`src/rtl/api_pkg.sv`:
```
// Shared definitions for the API serial link: word width, frame defaults and slave FSM states.
package api_pkg;
    localparam int API_WORD_W = 32;
    localparam int API_WORK_LEN = 23;
    localparam logic [API_WORD_W-1:0] API_IDLE_WORD = 32'h0000_0000;

    typedef enum logic [1:0] {
        IDLE  = 2'd0,
        SHIFT = 2'd1,
        DONE  = 2'd2
    } api_state_e;
endpackage

```
`src/rtl/api_sync_edge.sv`:
```
// Two-flop synchroniser for an asynchronous input with single-cycle rise/fall pulses
// taken from the synchronised level.
module api_sync_edge (
    input  logic clk,
    input  logic rst_n,
    input  logic i_d,
    output logic o_rise,
    output logic o_fall
);
    logic [2:0] r_sync;

    always_ff @(posedge clk or negedge rst_n) begin
        if (!rst_n) begin
            r_sync <= '0;
        end else begin
            r_sync <= {r_sync[1:0], i_d};
        end
    end

    // r_sync[1] is the synchronised level, r_sync[2] its value one cycle earlier.
    assign o_rise = r_sync[1] & ~r_sync[2];
    assign o_fall = ~r_sync[1] & r_sync[2];
endmodule

```
`src/rtl/api_miner_slave.sv`:
```
// Chip-side responder of the load/sck/mosi/miso link: receives work words and returns
// queued nonces (or the idle word) in the same full-duplex SPI mode 0 frame.
module api_miner_slave
    import api_pkg::*;
#(
    parameter int                    WORK_LEN    = API_WORK_LEN,
    parameter int                    NONCE_DEPTH = 16,
    parameter logic [API_WORD_W-1:0] IDLE_WORD   = API_IDLE_WORD
) (
    input  logic                         CLK_I,
    input  logic                         RST_N_I,
    input  logic                         load,
    input  logic                         sck,
    input  logic                         mosi,
    output logic                         miso,
    output logic                         work_valid,
    output logic [API_WORD_W-1:0]        work_data,
    output logic                         frame_done,
    output logic                         frame_err,
    output logic [7:0]                   word_cnt,
    input  logic                         nonce_push,
    input  logic [API_WORD_W-1:0]        nonce_din,
    output logic                         nonce_full,
    output logic [$clog2(NONCE_DEPTH):0] nonce_cnt
);
    localparam int AW = $clog2(NONCE_DEPTH);
    localparam logic [AW:0] FULL_CNT = (AW + 1)'(NONCE_DEPTH);

    api_state_e r_state, w_state_next;

    logic w_load_rise, w_load_fall, w_sck_rise, w_sck_fall;
    logic r_mosi_meta, r_mosi_sync;
    logic r_load_pend;
    logic w_start, w_rx_edge, w_tx_edge, w_done;
    logic w_word_end, w_reload, w_pop, w_push;

    logic [4:0]            r_bit_cnt;
    logic [7:0]            r_word_cnt;
    logic [API_WORD_W-1:0] r_rx_shift, r_tx_shift, r_work_data;
    logic [API_WORD_W-1:0] w_tx_head, w_tx_next;
    logic                  r_miso, r_work_valid, r_frame_done, r_frame_err;

    logic [API_WORD_W-1:0] r_mem [NONCE_DEPTH];
    logic [AW-1:0]         r_rd_ptr, r_wr_ptr;
    logic [AW:0]           r_cnt;

    api_sync_edge u_load_sync (
        .clk    (CLK_I),
        .rst_n  (RST_N_I),
        .i_d    (load),
        .o_rise (w_load_rise),
        .o_fall (w_load_fall)
    );

    api_sync_edge u_sck_sync (
        .clk    (CLK_I),
        .rst_n  (RST_N_I),
        .i_d    (sck),
        .o_rise (w_sck_rise),
        .o_fall (w_sck_fall)
    );

    // mosi shares the sck synchroniser depth so the sampled bit lines up with the rise pulse.
    always_ff @(posedge CLK_I or negedge RST_N_I) begin
        if (!RST_N_I) begin
            r_mosi_meta <= 1'b0;
            r_mosi_sync <= 1'b0;
        end else begin
            r_mosi_meta <= mosi;
            r_mosi_sync <= r_mosi_meta;
        end
    end

    always_ff @(posedge CLK_I or negedge RST_N_I) begin
        if (!RST_N_I) begin
            r_state <= IDLE;
        end else begin
            r_state <= w_state_next;
        end
    end

    always_comb begin
        w_state_next = r_state;
        case (r_state)
            IDLE:    if (w_load_rise || r_load_pend) w_state_next = SHIFT;
            SHIFT:   if (w_load_fall) w_state_next = DONE;
            DONE:    w_state_next = IDLE;
            default: w_state_next = IDLE;
        endcase
    end

    always_comb begin
        w_start   = 1'b0;
        w_rx_edge = 1'b0;
        w_tx_edge = 1'b0;
        w_done    = 1'b0;
        case (r_state)
            IDLE:  w_start = w_load_rise || r_load_pend;
            SHIFT: begin
                w_rx_edge = w_sck_rise;
                w_tx_edge = w_sck_fall;
            end
            DONE:  w_done = 1'b1;
            default: ;
        endcase
    end

    assign w_word_end = w_rx_edge && (r_bit_cnt == 5'd31);
    assign w_reload   = w_tx_edge && (r_bit_cnt == 5'd0) && (r_word_cnt != 8'd0);
    assign w_pop      = (w_start || w_reload) && (r_cnt != '0);
    // A pop in the same cycle frees a slot, so a push into a full FIFO is accepted then.
    assign w_push     = nonce_push && ((r_cnt != FULL_CNT) || w_pop);
    assign w_tx_head  = w_pop ? r_mem[r_rd_ptr] : IDLE_WORD;
    assign w_tx_next  = w_reload ? w_tx_head : {r_tx_shift[API_WORD_W-2:0], 1'b0};

    always_ff @(posedge CLK_I or negedge RST_N_I) begin
        if (!RST_N_I) begin
            r_bit_cnt    <= '0;
            r_word_cnt   <= '0;
            r_rx_shift   <= '0;
            r_tx_shift   <= '0;
            r_work_data  <= '0;
            r_miso       <= 1'b0;
            r_work_valid <= 1'b0;
            r_frame_done <= 1'b0;
            r_frame_err  <= 1'b0;
            r_load_pend  <= 1'b0;
        end else begin
            r_work_valid <= 1'b0;
            r_frame_done <= w_done;
            r_frame_err  <= w_done && ((r_word_cnt != 8'(WORK_LEN)) || (r_bit_cnt != 5'd0));
            r_load_pend  <= (r_load_pend || ((r_state == DONE) && w_load_rise)) && !w_start;
            if (w_start) begin
                r_bit_cnt  <= '0;
                r_word_cnt <= '0;
                r_rx_shift <= '0;
                r_tx_shift <= w_tx_head;
                r_miso     <= w_tx_head[API_WORD_W-1];
            end
            if (w_rx_edge) begin
                r_rx_shift <= {r_rx_shift[API_WORD_W-2:0], r_mosi_sync};
                r_bit_cnt  <= r_bit_cnt + 5'd1;
                if (w_word_end) begin
                    r_work_data  <= {r_rx_shift[API_WORD_W-2:0], r_mosi_sync};
                    r_work_valid <= 1'b1;
                    if (r_word_cnt != 8'hFF) r_word_cnt <= r_word_cnt + 8'd1;
                end
            end
            if (w_tx_edge) begin
                r_tx_shift <= w_tx_next;
                r_miso     <= w_tx_next[API_WORD_W-1];
            end
        end
    end

    always_ff @(posedge CLK_I) begin
        if (w_push) r_mem[r_wr_ptr] <= nonce_din;
    end

    always_ff @(posedge CLK_I or negedge RST_N_I) begin
        if (!RST_N_I) begin
            r_rd_ptr <= '0;
            r_wr_ptr <= '0;
            r_cnt    <= '0;
        end else begin
            if (w_push) r_wr_ptr <= r_wr_ptr + AW'(1);
            if (w_pop)  r_rd_ptr <= r_rd_ptr + AW'(1);
            r_cnt <= r_cnt + {{AW{1'b0}}, w_push} - {{AW{1'b0}}, w_pop};
        end
    end

    assign miso       = r_miso;
    assign work_valid = r_work_valid;
    assign work_data  = r_work_data;
    assign frame_done = r_frame_done;
    assign frame_err  = r_frame_err;
    assign word_cnt   = r_word_cnt;
    assign nonce_full = (r_cnt == FULL_CNT);
    assign nonce_cnt  = r_cnt;
endmodule
```
`config.mk`:
```
export PLATFORM = sky130hd
export DESIGN_NAME = api_miner_slave
export DESIGN_NICKNAME = d
export VERILOG_FILES = /design/src/rtl/api_pkg.sv /design/src/rtl/api_sync_edge.sv /design/src/rtl/api_miner_slave.sv
export SDC_FILE = /design/constraint.sdc
export NUM_CORES = 1
export LEC_CHECK = 0
export BUFFER_PORTS_ARGS = -buffer_cell sky130_fd_sc_hd__buf_4
export CORE_MARGIN = 2
export CORE_UTILIZATION = 37
export CTS_BUF_LIST = sky130_fd_sc_hd__clkbuf_8
export DETAILED_ROUTE_END_ITERATION = 12
export HOLD_SLACK_MARGIN = 0.1
export PLACE_DENSITY = 0.52
export SLEW_MARGIN = 20
export SYNTH_ARGS = -nofsm -noshare
export SYNTH_HDL_FRONTEND = slang
export SYNTH_SLANG_ARGS = --single-unit
```
`constraint.sdc`:
```
create_clock -name CLK_I -period 4.32 [get_ports CLK_I]
set_clock_uncertainty 0.15 [all_clocks]
set_input_delay 0.864 -clock CLK_I [delete_from_list [all_inputs] [get_ports CLK_I]]
set_output_delay 0.864 -clock CLK_I [all_outputs]
set_load 0.005 [all_outputs]
```
### Yosys cells after proc, flatten, opt, wreduce, memory -nomap -nowiden

Memory sizes are Yosys's and may differ from the RTL's.
Index checks and enable logic that the tools add are counted.

| storage, ports and cells | value |
|---|---|
| output and inout port bits | 50 |
| RAM bits | 512 |
| memories kept | 1 |
| register bits after elaboration | 135 |
| word-level logic and storage cells | 90 |

| cells by class | value |
|---|---|
| bitwise logic cells | 8 |
| add/subtract/negate cells | 6 |
| reductions and logical operators | 23 |
| equality and inequality tests | 9 |
| multiplexer cells | 25 |

Memories:

| memory | words | width | rd ports | clocked after memory_dff | write ports | line | RTL |
|---|---|---|---|---|---|---|---|
| r_mem | 16 | 32 | 1 | 0 | 1 | api_miner_slave.sv:43 | `logic [API_WORD_W-1:0] r_mem [NONCE_DEPTH];` |

Operators by type and width:

| cell | number |
|---|---|
| 31-bit 2-to-1 mux | 4 |
| 32-bit 2-to-1 mux | 2 |
| 8-bit 2-to-1 mux | 4 |
| 5-bit == test, second input constant | 2 |
| 1-bit 2-to-1 mux | 10 |
| 5-bit 2-to-1 mux | 2 |
| 5-bit nonzero test | 2 |
| 4-bit by 1-bit adder with 4-bit output, second input constant | 2 |
| 8-bit by 1-bit adder with 8-bit output, second input constant | 1 |
| 1-bit logical AND | 8 |
| 8-bit by 5-bit != test with 1-bit output, second input constant | 1 |
| 8-bit != test, second input constant | 1 |
| 8-bit nonzero test | 1 |
| 5-bit by 1-bit adder with 5-bit output | 1 |
| 5-bit by 1-bit adder with 5-bit output, second input constant | 1 |
| 5-bit zero test | 1 |
| 1-bit logical OR | 5 |
| 5-bit != test, second input constant | 1 |
| 5-bit by 1-bit subtractor with 5-bit output | 1 |
| 1-bit bitwise AND | 4 |
| 2-bit 2-to-1 mux | 2 |
| 1-bit inverter | 4 |
| 2-bit one-hot mux with 2 select lines | 1 |
| 2-bit AND reduction | 2 |
| 7 further kinds | 8 |

### Longest topological paths before layout

| depth | value |
|---|---|
| depth after elaboration | 11 |
| depth in mapped cells | 14 |
| mapped depth without buffers | 12 |

### Modules after synthesis

Synthesis repeated with hierarchy kept, for this count alone.

| second synthesis, totals | value |
|---|---|
| cell total of the unflattened synthesis | 1232 |
| area total of the unflattened synthesis | 24886.4 um^2 |

By module, submodules not included:

| module | cells an instance | sequential area each (um^2) | area an instance (um^2) | times used |
|---|---|---|---|---|
| api_miner_slave | 1222 | 18602.8 | 24706.2 | 1 |
| api_sync_edge | 5 | 75.1 | 90.1 | 2 |

### Least setup slack after synthesis

Ideal clock, no wire load.

| timing path | value |
|---|---|
| path kind | reg2reg |
| from | register r_bit_cnt[0] |
| to | memory r_mem[11][0], enable pin |
| required time | 3.709 ns |
| cell stages (with the launch flop) | 7 |
| clock period less this slack | 4.527 ns |
| setup time | 0.461 ns |
| path slack | -0.207 ns |
| arrival time | 3.916 ns |
| cells stage by stage | dfrtp_1 inv_1 ha_1 or4b_4 a311oi_4 o31ai_1 nor3_1 |

| on the way | value |
|---|---|
| word-level cells in the longest chain between the ends | 9 |

RTL lines:

| what | line | RTL |
|---|---|---|
| start, declared | api_miner_slave.sv:37 | `logic [4:0] r_bit_cnt;` |
| start signal, assigned | api_miner_slave.sv:142 | `r_bit_cnt <= r_bit_cnt + 5'd1;` |
| 5-bit zero test | api_miner_slave.sv:109 | `assign w_reload = w_tx_edge && (r_bit_cnt == 5'd0) && (r_word_cnt != 8'd0);` |
| 1-bit logical AND (2 in series) | api_miner_slave.sv:109 |  |
| 1-bit logical OR | api_miner_slave.sv:110 | `assign w_pop = (w_start \|\| w_reload) && (r_cnt != '0);` |
| 1-bit logical AND | api_miner_slave.sv:110 |  |
| 1-bit logical OR | api_miner_slave.sv:112 | `assign w_push = nonce_push && ((r_cnt != FULL_CNT) \|\| w_pop);` |
| 1-bit logical AND | api_miner_slave.sv:112 |  |
| 1-bit 2-to-1 mux | api_miner_slave.sv:157 | `if (w_push) r_mem[r_wr_ptr] <= nonce_din;` |
| 1-bit 2-to-1 mux (implied by the code) | api_miner_slave.sv:157 |  |
| end, declared | api_miner_slave.sv:43 |  |

Every way passes these cells.

### Final worst setup path

| timing path | value |
|---|---|
| from | register r_bit_cnt[0] |
| to | register r_cnt[4], in the netlist nonce_cnt[4] |

| on the way | value |
|---|---|
| word-level cells in the longest chain between the ends | 9 |

RTL lines:

| what | line | RTL |
|---|---|---|
| 5-bit zero test * | api_miner_slave.sv:109 |  |
| 1-bit logical AND * (2 in series) | api_miner_slave.sv:109 |  |
| 1-bit logical OR * | api_miner_slave.sv:110 |  |
| 1-bit logical AND * | api_miner_slave.sv:110 |  |
| 1-bit logical OR | api_miner_slave.sv:112 |  |
| 1-bit logical AND | api_miner_slave.sv:112 |  |
| 5-bit by 1-bit adder with 5-bit output | api_miner_slave.sv:168 | `r_cnt <= r_cnt + {{AW{1'b0}}, w_push} - {{AW{1'b0}}, w_pop};` |
| 5-bit by 1-bit subtractor with 5-bit output * | api_miner_slave.sv:168 |  |
| end signal, assigned | api_miner_slave.sv:168 |  |
| end, declared | api_miner_slave.sv:45 | `logic [AW:0] r_cnt;` |

Mark *: on every way between the ends. The rest lies on a longest branch, timed or not.
A chain may end at the register's enable or synchronous reset.

==> impl_metrics.py <==
metrics = {
    "sta": {
        "setup_ws_ns": 0.790,
        "max_freq_mhz": 283,
        "finalSetupViolCount": 0,
        "setup_tns_ns": 0,
        "fin_crit_sh": 0.817,
        "min_period_ns": 3.53,
        "relSlewSlack": 0.289,
        "holdWs_ns": 0.200,
        "worst_slew_pin_slew_ns": 1.07,
        "rsz0062_at_grt": "no",
        "final_max_slew_viol_count": 0,
        "hold_violations": 0,
    },
    "floorplan": {
        "top_level_ports": 88,
        "dieWidth_um": 264,
        "die_h_um": 264,
        "rows": 95,
        "design.core.area_um2": 67000,
        "initial_core_util": 0.373,
        "die_area_um2": 69700,
    },
    "critical_path": {
        "arrival_ns": 3.98,
        "worstRegToRegCells": 12,
        "crit_path_cell_trace": "inv_1 > ha_1 > or4b_4 > a311oi_4 > o21a_2 > buf_4 > nand2b_1 > fa_1 > a21oi_1 > nor2_1 > nor2_1 > xnor2_1",
        "r2r_slack_ns": 0.79,
        "cp_num_buf_inv": 2,
        "timing.rr.end": "nonce_cnt[4]",
        "worstSetupPathDepth": 12,
        "startpoint": "r_bit_cnt[0]",
        "crit_top_cell": "nor2_1",
        "critPathTopFamily": "simple AND/OR/NAND/NOR gates",
        "worstPathRequired_ns": 4.77,
        "startpoint_type": "register",
        "cp_slowest_cell": "or4b_4",
        "crit_path_max_incr_delay_ns": 0.49,
        "critical_path_class": "reg -> reg",
        "r2r_start": "r_bit_cnt[0]",
        "end_kind": "register",
        "crit_end": "nonce_cnt[4]",
        "crit_fanout": 35,
    },
    "cts": {
        "cts_max_level": 3,
        "cts_tree": "built",
        "insertion_delay_ns": 0.71,
        "clockRootBuffer": "clkbuf_8",
        "cts.repair.resized": 0,
        "numCtsBuffers": 106,
        "cts.sinks": 647,
        "clk_path_buf_depth": 3,
        "post_cts_buffers": 0,
        "ctsHoldBuffers": 4,
        "clk_pin_slew_ns": 0.06,
    },
    "layout": {
        "final_cell_mix": "edfxtp_1, dfrtp_1, clkbuf_8, mux4_2, buf_4",
        "drive_gt1_frac": 0.303,
        "fill_cells": 5880,
        "syn2layout_area_growth_pct": 16.7,
        "final_common_cell": "edfxtp_1",
        "fin_cells": 2433,
        "final_util": 0.436,
        "nets": 1527,
    },
    "power_and_ir_drop": {
        "peakVddDrop_mv": 0.285,
        "p_leak_nw": 10.5,
        "p_sw_w": 0.00530,
        "power_density_nw_per_um2": 604,
        "p_clk_frac": 0.294,
        "combPwrFrac": 0.254,
        "intPower_w": 0.0123,
        "seqPwrFrac": 0.452,
        "swShare": 0.300,
    },
    "logic_synthesis": {
        "ys_seq_elements": 647,
        "synth-edff-count": 512,
        "syn_area_um2": 25000,
        "synth_nets": 1359,
        "async_flop_share": 0.209,
        "synthFlopType": "edfxtp_1",
        "yosysUniqueCellTypes": 51,
        "synth_cells": 1305,
        "synth_warnings": 0,
        "avgSynthCellArea_um2": 19.2,
        "yosysSeqAreaShare": 0.749,
    },
    "global_routing": {
        "grt_use_met2": 0.258,
        "grt_max_degree": 83,
        "grt_util_all_layers": 0.162,
        "grt_pass1_wl_um": 84800,
        "grt-busiest-layer": "met2",
        "overflow": 0,
        "globalRouteMet3Util": 0.0330,
        "grt_pass1_vias": 13500,
        "antenna_found_initial": 3,
        "met1_usage": 0.227,
    },
    "routing": {
        "drtIter0Drc": 1052,
        "vias_per_cell": 5.26,
        "ant_nets": 0,
        "dr.pass1.iters": 5,
        "drc": 0,
        "num_vias": 12800,
        "wirelength_um": 55800,
        "routedWlPerCell_um": 22.9,
    },
    "run": {
        "max_cap_viol_count": 0,
    },
    "placement": {
        "dp_slack_ns": 0.864,
        "portBuffers": 87,
        "dpl.hpwl_um": 30600,
        "place.gp.congestion": 0.727,
        "dp_cells": 2234,
    },
    "outcome": {
        "outcome": "complete, no violations",
    },
    "hold_path": {
        "hold_class": "reg -> reg",
    },
}
-- metrics by stage --
step	power, W	area (um2)
2_1_floorplan	0.0111	25000
3_3_place_gp	0.0126	27000
3_5_place_dp	0.0127	27000
4_1_cts	0.0179	29200
5_1_grt	0.0186	29200
6_report	0.0176	29200
-- cell type report --
class / count / area, um2 / share of cell area
Sequential cell: 647 / 18800 / 0.642
Clock inverter: 62 / 313 / 0.0107
Multi-Input combinational cell: 564 / 6030 / 0.206
Timing Repair Buffer: 135 / 1130 / 0.0386
Tap cell: 873 / 1090 / 0.0374
Antenna cell: 2 / 5.00 / 0.000171
Inverter: 19 / 71.3 / 0.00244
Clock buffer: 131 / 1800 / 0.0617
-- state kept, by name (all words and copies together), names as in the netlist --
name,cells
r_mosi_sync,1
u_load_sync.r_sync,3
r_bit_cnt,5
work_valid,1
miso,1
nonce_cnt,5
u_sck_sync.r_sync,3
r_wr_ptr,4
r_load_pend,1
r_tx_shift,31
r_rd_ptr,4
work_data,32
r_mosi_meta,1
r_rx_shift,31
frame_done,1
word_cnt,8
frame_err,1
r_mem,512
r_state,2
-- how the worst min path moves through the flow --
| stage | cells past startpoint | endpoint | startpoint |
|---|---|---|---|
| finish | 0 | r_mosi_sync | r_mosi_meta |
| global route | 0 | r_mosi_sync | r_mosi_meta |
| CTS | 0 | r_mosi_sync | r_mosi_meta |
| detailed placement | 0 | r_mosi_sync | r_mosi_meta |
| global placement | 0 | r_mosi_sync | r_mosi_meta |
| floorplan | 0 | r_mosi_sync | r_mosi_meta |
-- synthesized netlist by cell type (2+ instances only) --
master	n	area share
buf_1	8	0.0012
buf_6	2	0.00090
a221o_1	31	0.012
and3_1	33	0.0082
xor2_1	2	0.00070
nand2_1	105	0.016
mux2_2	36	0.016
nand2b_1	2	0.00050
a22oi_1	63	0.019
o21ai_0	40	0.0080
xnor2_1	8	0.0028
dfrtp_1	135	0.13
nor3_1	6	0.0012
nand4_1	3	0.00075
mux4_2	128	0.12
mux2i_1	6	0.0024
nor2_1	26	0.0039
nand4bb_1	2	0.00090
a21o_1	4	0.0012
clkbuf_1	48	0.0072
buf_8	2	0.0012
o31ai_1	5	0.0015
nor4b_1	2	0.00070
nor2b_1	5	0.0012
buf_4	2	0.00060
ha_1	15	0.0075
a21oi_1	5	0.0010
nand3_1	16	0.0032
buf_2	12	0.0024
inv_1	19	0.0028
edfxtp_1	512	0.61
o21a_1	3	0.00090
-- cells by family after synthesis --
group                      after synthesis  synth area share
muxes                                  170             0.134
buffers and inverters                   94            0.0171
and+or+nand+nor                        205            0.0387
xor gates and xnor gates                11           0.00415
AOI/OAI and AO/OA                      162            0.0486
adders and majority gates               16           0.00830
DFF                                    647             0.749
-- per-layer routing --
metal	part of all wire	vias up
met2	0.48	319
met1	0.46	6776
li1	-	5608
met5	0.00021	-
met4	0.019	2
met3	0.047	93
-- power groups by stage --
stage | clock network (W) | logic [W] | registers, W
floorplan | 0 | 0.00329 | 0.00778
detailed placement | 0 | 0.00458 | 0.00810
finish | 0.00519 | 0.00448 | 0.00797
global placement | 0 | 0.00454 | 0.00809
global route | 0.00563 | 0.00489 | 0.00806
CTS | 0.00536 | 0.00460 | 0.00799
-- worst register-to-register path, cell delays in order, from the launching register on --
cell and delay, ns:
dfrtp_1 0.42, inv_1 0.07, ha_1 0.13, or4b_4 0.49, a311oi_4 0.44, o21a_2 0.21
buf_4 0.45, nand2b_1 0.19, fa_1 0.44, a21oi_1 0.16, nor2_1 0.05, nor2_1 0.11
xnor2_1 0.12
(Power assumes the default switching activity.)
